$ cat src/rtl/maq_ajuste.sv
// maq_ajuste: mode/sequencing controller for the clock's minute and hour counters.
//
// In RUN it divides the 1 Hz seconds tick down to a per-minute increment pulse and
// forwards the minute counter's hour carry. In the two SET states the inc button
// (with auto-repeat) drives the counter being set, and a blink gate blanks its digits.
//
// Ports:
//   maqa_clock           in   system clock, rising edge
//   maqa_reset           in   synchronous, active-high reset
//   maqa_tick_seg        in   one-cycle 1 Hz strobe
//   maqa_btn_modo        in   mode button level (synchronized/debounced)
//   maqa_btn_inc         in   increment button level (synchronized/debounced)
//   maqa_carry_min       in   hour-increment request from the minute counter
//   maqa_min_enable      out  enable to minute counter
//   maqa_min_incremento  out  one-cycle minute increment pulse
//   maqa_hora_enable     out  enable to hour counter
//   maqa_hora_incremento out  one-cycle hour increment pulse
//   maqa_modo            out  00 RUN, 01 SET_HORA, 10 SET_MIN
//   maqa_pisca           out  blink gate for the digits being set (1 = blank)
//
// All outputs are registered: an input sampled at a rising edge is reflected on the
// outputs right after that same edge, and pulses last exactly one cycle.

module maq_ajuste #(
    parameter int unsigned DIV_MIN      = 60,
    parameter int unsigned REPEAT_DELAY = 50000000,
    parameter int unsigned REPEAT_RATE  = 12500000,
    parameter int unsigned BLINK_HALF   = 25000000
) (
    input  logic       maqa_clock,
    input  logic       maqa_reset,
    input  logic       maqa_tick_seg,
    input  logic       maqa_btn_modo,
    input  logic       maqa_btn_inc,
    input  logic       maqa_carry_min,
    output logic       maqa_min_enable,
    output logic       maqa_min_incremento,
    output logic       maqa_hora_enable,
    output logic       maqa_hora_incremento,
    output logic [1:0] maqa_modo,
    output logic       maqa_pisca
);

    localparam int unsigned RepMax  = (REPEAT_DELAY > REPEAT_RATE) ? REPEAT_DELAY : REPEAT_RATE;
    localparam int unsigned SecW    = $clog2(DIV_MIN);
    localparam int unsigned RepW    = $clog2(RepMax);
    localparam int unsigned BlinkW  = $clog2(BLINK_HALF);

    localparam logic [SecW-1:0]   SecLast      = SecW'(DIV_MIN - 1);
    // Delay pulse fires on the edge where the counter steps onto REPEAT_DELAY-1.
    localparam logic [RepW-1:0]   RepDelayPen  = RepW'(REPEAT_DELAY - 2);
    localparam logic [RepW-1:0]   RepRateLast  = RepW'(REPEAT_RATE - 1);
    localparam logic [BlinkW-1:0] BlinkLast    = BlinkW'(BLINK_HALF - 1);

    typedef enum logic [1:0] {
        StRun     = 2'b00,
        StSetHora = 2'b01,
        StSetMin  = 2'b10
    } estado_t;

    estado_t estado_q, estado_d, estado_ef;

    // Button history and hold-off: a button already high during reset must be seen
    // low once before it can produce a press.
    logic modo_prev_q, inc_prev_q;
    logic modo_trava_q, inc_trava_q;
    logic press_modo, press_inc;

    logic [SecW-1:0]   seg_q, seg_d;
    logic [RepW-1:0]   rep_q, rep_d;
    logic              rep_arm_q, rep_arm_d;   // inc pressed in a SET state and still held
    logic              rep_fase_q, rep_fase_d; // 0: initial delay, 1: steady repeat rate
    logic              rep_pulso;
    logic              inc_evt;
    logic [BlinkW-1:0] blink_q, blink_d;
    logic              pisca_q, pisca_d;

    logic       min_en_q, min_en_d;
    logic       min_inc_q, min_inc_d;
    logic       hora_en_q, hora_en_d;
    logic       hora_inc_q, hora_inc_d;
    logic [1:0] modo_q;

    assign press_modo = maqa_btn_modo & ~modo_prev_q & ~modo_trava_q;
    assign press_inc  = maqa_btn_inc & ~inc_prev_q & ~inc_trava_q;

    // The unused encoding 11 behaves as RUN.
    assign estado_ef = (estado_q == StSetHora || estado_q == StSetMin) ? estado_q : StRun;

    // Auto-repeat engine
    always_comb begin
        rep_d      = rep_q;
        rep_arm_d  = rep_arm_q;
        rep_fase_d = rep_fase_q;
        rep_pulso  = 1'b0;
        if (estado_ef == StRun || press_modo || !maqa_btn_inc) begin
            rep_d      = '0;
            rep_arm_d  = 1'b0;
            rep_fase_d = 1'b0;
        end else if (press_inc) begin
            rep_d      = '0;
            rep_arm_d  = 1'b1;
            rep_fase_d = 1'b0;
        end else if (rep_arm_q) begin
            if (!rep_fase_q) begin
                if (rep_q == RepDelayPen) begin
                    rep_pulso  = 1'b1;
                    rep_fase_d = 1'b1;
                    rep_d      = '0;
                end else begin
                    rep_d = rep_q + RepW'(1);
                end
            end else if (rep_q == RepRateLast) begin
                rep_pulso = 1'b1;
                rep_d     = '0;
            end else begin
                rep_d = rep_q + RepW'(1);
            end
        end
    end

    // A mode press in the same cycle swallows any inc event.
    assign inc_evt = (press_inc | rep_pulso) & ~press_modo;

    // Mode FSM, seconds divider and pulse generation
    always_comb begin
        estado_d   = estado_ef;
        seg_d      = seg_q;
        min_inc_d  = 1'b0;
        hora_inc_d = 1'b0;
        case (estado_ef)
            StSetHora: begin
                hora_inc_d = inc_evt;
                if (press_modo) begin
                    estado_d = StSetMin;
                end
            end
            StSetMin: begin
                min_inc_d = inc_evt;
                if (press_modo) begin
                    estado_d = StRun;
                    seg_d    = '0;
                end
            end
            default: begin
                if (maqa_tick_seg) begin
                    if (seg_q == SecLast) begin
                        seg_d     = '0;
                        min_inc_d = 1'b1;
                    end else begin
                        seg_d = seg_q + SecW'(1);
                    end
                end
                hora_inc_d = maqa_carry_min;
                if (press_modo) begin
                    estado_d = StSetHora;
                end
            end
        endcase
    end

    // Enables and blink follow the state being entered
    always_comb begin
        min_en_d  = 1'b0;
        hora_en_d = 1'b0;
        case (estado_d)
            StSetHora: hora_en_d = 1'b1;
            StSetMin:  min_en_d  = 1'b1;
            default: begin
                min_en_d  = 1'b1;
                hora_en_d = 1'b1;
            end
        endcase

        blink_d = blink_q;
        pisca_d = pisca_q;
        if (estado_d == StRun || press_modo) begin
            blink_d = '0;
            pisca_d = 1'b0;
        end else if (blink_q == BlinkLast) begin
            blink_d = '0;
            pisca_d = ~pisca_q;
        end else begin
            blink_d = blink_q + BlinkW'(1);
        end
    end

    always_ff @(posedge maqa_clock) begin
        if (maqa_reset) begin
            estado_q     <= StRun;
            modo_prev_q  <= 1'b0;
            inc_prev_q   <= 1'b0;
            modo_trava_q <= maqa_btn_modo;
            inc_trava_q  <= maqa_btn_inc;
            seg_q        <= '0;
            rep_q        <= '0;
            rep_arm_q    <= 1'b0;
            rep_fase_q   <= 1'b0;
            blink_q      <= '0;
            pisca_q      <= 1'b0;
            min_en_q     <= 1'b0;
            min_inc_q    <= 1'b0;
            hora_en_q    <= 1'b0;
            hora_inc_q   <= 1'b0;
            modo_q       <= 2'b00;
        end else begin
            estado_q     <= estado_d;
            modo_prev_q  <= maqa_btn_modo;
            inc_prev_q   <= maqa_btn_inc;
            modo_trava_q <= modo_trava_q & maqa_btn_modo;
            inc_trava_q  <= inc_trava_q & maqa_btn_inc;
            seg_q        <= seg_d;
            rep_q        <= rep_d;
            rep_arm_q    <= rep_arm_d;
            rep_fase_q   <= rep_fase_d;
            blink_q      <= blink_d;
            pisca_q      <= pisca_d;
            min_en_q     <= min_en_d;
            min_inc_q    <= min_inc_d;
            hora_en_q    <= hora_en_d;
            hora_inc_q   <= hora_inc_d;
            modo_q       <= estado_d;
        end
    end

    assign maqa_min_enable      = min_en_q;
    assign maqa_min_incremento  = min_inc_q;
    assign maqa_hora_enable     = hora_en_q;
    assign maqa_hora_incremento = hora_inc_q;
    assign maqa_modo            = modo_q;
    assign maqa_pisca           = pisca_q;

endmodule

$ cat config.mk
export PLATFORM = sky130hd
export DESIGN_NAME = maq_ajuste
export DESIGN_NICKNAME = d
export VERILOG_FILES = /design/src/rtl/maq_ajuste.sv
export SDC_FILE = /design/constraint.sdc
export NUM_CORES = 1
export LEC_CHECK = 0
export CAP_MARGIN = 20
export CELL_PAD_IN_SITES_DETAIL_PLACEMENT = 0
export CELL_PAD_IN_SITES_GLOBAL_PLACEMENT = 1
export CORE_AREA = 2 2 80 97
export DETAILED_ROUTE_END_ITERATION = 12
export DIE_AREA = 0 0 82 99
export PLACE_DENSITY_LB_ADDON = 0.1
export SYNTH_ARGS = -nofsm -noshare
export SYNTH_HDL_FRONTEND = slang
export SYNTH_SLANG_ARGS = --single-unit
$ cat constraint.sdc
create_clock -name maqa_clock -period 2.5 [get_ports maqa_clock]
set_input_delay 0.625 -clock maqa_clock [delete_from_list [all_inputs] [get_ports maqa_clock]]
set_output_delay 0.625 -clock maqa_clock [all_outputs]
set_load 0.02 [all_outputs]
==> results of run 1 <==
flip-flops by register name (all words and copies together) (netlist names):
name	cells
rep_q	26
blink_q	25
seg_q	6
maqa_modo	2
inc_prev_q	1
inc_trava_q	1
maqa_hora_enable	1
maqa_hora_incremento	1
maqa_min_enable	1
maqa_min_incremento	1
maqa_pisca	1
modo_prev_q	1
modo_trava_q	1
rep_arm_q	1
rep_fase_q	1
cells in the final DEF, fill, tap and decap left out, types with 7 or more instances in the layout:
cell	instances
nand2_1	21
ha_1	7
clkbuf_8	11
and4_1	7
nand3_1	23
nor2_1	73
clkdlybuf4s50_1	12
nor4_1	8
inv_1	8
buf_4	12
xor2_1	30
nand4_1	21
dfxtp_1	70
and3_1	7
xnor2_1	24
nor3_1	10
worst max-delay path, cell delays in order (launching register included):
cell and delay, ps:
dfxtp_1 360, nor4_1 590, nand2_1 140, or4_1 560
o32ai_1 210, a31o_2 220
synthesized netlist by cell type (all sizes together), types with 7 or more instances:
cell type  number  share of area
xnor2          24          0.065
xor2           30          0.082
nand2          21          0.024
and4            7          0.019
nor4            9          0.019
nor2           74          0.087
nor3           10          0.016
and3            7          0.014
nand4          21          0.041
ha              7          0.027
inv             8         0.0093
nand3          24          0.039
clkbuf          7         0.0082
dfxtp          70           0.43
cell families after synthesis:
kind of cell	synth area share
DFF	0.4348
adders and majority gates	0.02717
AOI/OAI and AO/OA	0.04154
muxes	0.003106
buffers and inverters	0.02368
and+or+nand+nor	0.3230
xor gates and xnor gates	0.1467
power breakdown:
part	internal (W)	switching (W)
sequential	0.00113	0.00000990
combinational	0.0000489	0.0000516
clock	0.000719	0.000437
total	0.00190	0.000498
final cells by class:
cell class                      instances  share of cell area
Multi-Input combinational cell        282              0.4624
Sequential cell                        70              0.3712
Timing Repair Buffer                   25             0.06099
Clock buffer                           11             0.04011
Tap cell                               90             0.02983
Clock inverter                          5             0.02751
Inverter                                8            0.007955
metrics by stage:
step	cell area, um^2	total power [W]	setup WS [ps]
after floorplan	3223	0.001223	457.2
after global placement	3520	0.001265	174.2
after detailed placement	3520	0.001266	133.0
after CTS	3775	0.002422	386.8
after global routing	3775	0.002480	190.2
final	3775	0.002395	364.3
path summary, 6_finish.rpt:
check / startpoint / end / slack (ps) / depth (start not counted)
worst max-delay path: rep_q[7] / maqa_min_incremento / 360 / 5
worst min-delay path: seg_q[1] / seg_q[1] / 490 / 2
worst max register to register: rep_q[7] / maqa_min_incremento / 360 / 5
worst min register to register: seg_q[1] / seg_q[1] / 490 / 2
metal layers:
| layer | wire [um] | share of wire | vias to the layer above |
|---|---|---|---|
| li1 | - | - | 1332 |
| met1 | 3003 | 0.46 | 1230 |
| met2 | 3205 | 0.49 | 31 |
| met3 | 157 | 0.024 | 13 |
| met4 | 141 | 0.022 | 0 |
| met5 | 0 | 0 | - |
==> results.json, run 1 <==
{
  "antenna_found_initial": 0,
  "grt_max_degree": 26,
  "async_reset_ff_frac": 0,
  "min_period_over_period": 0.8543,
  "fin_tns_setup_ps": 0,
  "cp.required_ps": 2780,
  "diodes": 0,
  "peakVddDrop_uv": 376.6,
  "setup.worst_path.start_class": "flop",
  "multi_input_area_um2": 1745,
  "yosysWarnings": 0,
  "rows": 34,
  "cts_tree": "yes",
  "io_buffers": 12,
  "path_max_fanout": 5,
  "hp-class": "flop to flop",
  "hpwl_um": 4673,
  "root_buffer": "clkbuf_8",
  "top_usage_layer": "met2",
  "clock_sinks": 70,
  "cts_buffer_depth": 2,
  "gp_congestion": 0.7922,
  "drive_above_1_share": 0.09227,
  "ff_latch_area_um2": 1401,
  "postSynthNetCount": 384,
  "grt_usage": 0.1779,
  "fin_worst_skew_ps": 5.644,
  "use_met3": 0.03297,
  "netlist_area_um2": 3223,
  "ys_seq_area_frac": 0.4348,
  "worst_hold_slack_ps": 485.6,
  "dieArea_um2": 8118,
  "max_freq_ghz": 0.4682,
  "period_minus_slack_ps": 2136,
  "relSlewSlack": 0.5850,
  "syn2layout_area_growth_pct": 17.12,
  "clk_latency_ps": 340,
  "totalWireLength_um": 6508,
  "met2_usage": 0.2964,
  "fill_cells": 696,
  "met1_usage": 0.2171,
  "die_w_um": 82,
  "rsz0062_at_grt": "false",
  "overflow": 0,
  "numCtsBuffers": 9,
  "synth_edf_count": 0,
  "instances_no_fill": 491,
  "ys.flop_type": "dfxtp_1",
  "finalNetCount": 409,
  "ant_nets": 0,
  "powerDensity_nw_per_um2": 634.4,
  "p_leak_nw": 1.201,
  "cts_hold_buf": 0,
  "h-tree-depth": 3,
  "cp.arrival_ps": 2420,
  "vias": 2606,
  "critical_path_class": "flop to flop",
  "io_pins": 13,
  "initial_core_util": 0.4510,
  "core_um2": 7147,
  "worst_slew_pin_slew_ps": 616.8,
  "ys_ff_latch": 70,
  "die_h_um": 99,
  "wl_per_cell_um": 13.25,
  "ys_types": 39,
  "drv_slew": 0,
  "syn_area_per_cell_um2": 8.688,
  "setup_violations": 0,
  "maxCapViolations": 0,
  "finish.utilization": 0.5282,
  "grt_pass1_wl_um": 11240,
  "hold_viol_final": 0,
  "status": "finished clean",
  "synth_cells": 371,
  "via_per_inst": 5.308,
  "drc_errors": 0,
  "dr.pass1.iters": 4,
  "first_iter_violations": 99,
  "ctsResizeCount": 0,
  "cts_setup_buffers": 0,
  "grt_pass1_vias": 2540,
  "clk_pin_slew_ps": 80,
  "cp-end-kind": "flop",
  "placed_cells": 475
}
Note: power is estimated with default switching activity, not from simulation.
==> run 2, diff against run 1 <==
- HOLD_SLACK_MARGIN: not set -> 0.06
- TNS_END_PERCENT: not set -> 20
==> results of run 2 <==
Same layout as run 1: the final DEF is identical, and so are final timing and power.
==> run 3, diff against run 2 <==
- CORE_AREA: 2 2 80 97 -> 2 2 79 112
- DIE_AREA: 0 0 82 99 -> 0 0 81 114
==> results.json, run 3 (same netlist as run 1, synthesis figures left out) <==
{
  "layout_commonest_cell": "nor2_1",
  "root_buffer": "clkbuf_16",
  "totalWireLength_um": 6642,
  "power.internal_w": 0.001957,
  "finalNetCount": 411,
  "status": "finished clean",
  "rsz0062_at_grt": "false",
  "overflow": 0,
  "maxCapViolations": 0,
  "io_buffers": 12,
  "io_pins": 13,
  "combPwrFrac": 0.042,
  "clock_sinks": 70,
  "fin_worst_skew_ps": 3.948,
  "gp_congestion": 0.7942,
  "dr.pass1.iters": 4,
  "die_h_um": 114,
  "cp_slowest_cell": "or4_1",
  "numCtsBuffers": 9,
  "cp.arrival_ps": 2410,
  "cp_slowest_stage_delay_ps": 740,
  "reg_top3": "rep_q: 26 flops, blink_q: 25 flops, seg_q: 6 flops",
  "peakVddDrop_uv": 383.0,
  "relSlewSlack": 0.6036,
  "drv_slew": 0,
  "cp_cell_sequence": "nand3_2, or4_1, nor4_1, xnor2_1, nor2_1",
  "ctsResizeCount": 0,
  "grt_pass1_wl_um": 11460,
  "clk_latency_ps": 320,
  "min_period_over_period": 0.8782,
  "hp-class": "flop to flop",
  "cp.required_ps": 2720,
  "syn2layout_area_growth_pct": 19.18,
  "p_leak_nw": 1.224,
  "fin_tns_setup_ps": 0,
  "worst_slew_pin_slew_ps": 589.2,
  "clk_pin_slew_ps": 50,
  "ant_nets": 0,
  "dieArea_um2": 9234,
  "grt_max_degree": 26,
  "initial_core_util": 0.3880,
  "reg2regPathDepth": 5,
  "powerDensity_nw_per_um2": 638.7,
  "critical_path_buf_inv_count": 0,
  "cp-end-kind": "flop",
  "grt_pass1_vias": 2524,
  "via_per_inst": 4.994,
  "h-tree-depth": 3,
  "netSwitchingFraction": 0.2024,
  "grt_usage": 0.1610,
  "pwr-share-clk": 0.493,
  "cts_tree": "yes",
  "drive_above_1_share": 0.08955,
  "largest_reg_flops": 26,
  "core_um2": 8308,
  "max_freq_ghz": 0.4555,
  "setup.worst_path.start_class": "flop",
  "cts_hold_buf": 0,
  "hold_viol_final": 0,
  "die_w_um": 81,
  "regMostFlops": "rep_q",
  "hpwl_um": 4810,
  "first_iter_violations": 121,
  "setup_violations": 0,
  "period_minus_slack_ps": 2195,
  "diodes": 0,
  "antenna_found_initial": 0,
  "cpLargestDelayFamily": "simple AND/OR/NAND/NOR gates",
  "vias": 2532,
  "dpl_cell_area_um2": 3553,
  "critical_path_class": "flop to flop",
  "design_area_um2": 3841,
  "cts_setup_buffers": 0,
  "pwr-share-seq": 0.465,
  "hold_depth": 1,
  "path_max_fanout": 7,
  "cp.depth": 5,
  "rows": 40,
  "mostFrequentLayoutCells": "nor2_1 (73), dfxtp_1 (70), xor2_1 (30), xnor2_1 (24), nand3_1 (23)",
  "switchingPower_w": 0.0004966,
  "cts_buffer_depth": 2,
  "drc_errors": 0,
  "wl_per_cell_um": 13.10
}
==> run 3: changes by cell type in the layout (fill, tap and decap cells not counted) <==
cell	before	now
bufinv_16	3	0
clkinv_2	1	0
clkbuf_16	0	9
inv_6	1	0
clkbuf_1	0	2
clkbuf_8	11	4
buf_4	12	14
==> run 3: layout make-up <==
class,instances,area [um^2]
inverters,8,30.03
repair buffers,27,245.2
multi-input cells,282,1745
flip-flops and latches,70,1401
well taps,105,131.4
fillers,858,4467
clock buffers,15,287.8
==> run 3: metal layers <==
metal  track usage  vias up  share of wire
met5             0        -              0
met4       0.07797        0          0.026
met3       0.04035       14          0.018
met2        0.2744       15           0.52
met1        0.1847     1168           0.44
li1              -     1335              -
==> run 3: path summary, 6_finish.rpt <==
| path | end | from | slack (ps) |
|---|---|---|---|
| max | rep_q[25] | rep_q[5] | 300 |
| min | blink_q[0] | blink_q[0] | 470 |
| max reg2reg | rep_q[25] | rep_q[5] | 300 |
| min reg2reg | blink_q[0] | blink_q[0] | 470 |
==> run 3: power groups by stage <==
stage	Sequential, W	Combinational [W]	Clock, W
floorplan	0.00117	0.0000538	0
global placement	0.00116	0.000104	0
detailed placement	0.00116	0.000104	0
CTS	0.00114	0.000104	0.00125
global route	0.00114	0.000116	0.00130
finish	0.00114	0.000103	0.00121
==> run 3: stage by stage <==
step                      hold WS (ps)  instances  total power [W]    util  setup WS (ps)
after floorplan                  441.2        371         0.001223       -          457.2
after global placement           458.4        492         0.001269  0.4277          199.7
after detailed placement         469.4        492         0.001269  0.4277          163.0
after CTS                        481.0        507         0.002497  0.4623          334.4
after global routing             493.0        507         0.002554  0.4623          195.4
final                            472.2        507         0.002453  0.4623          304.6
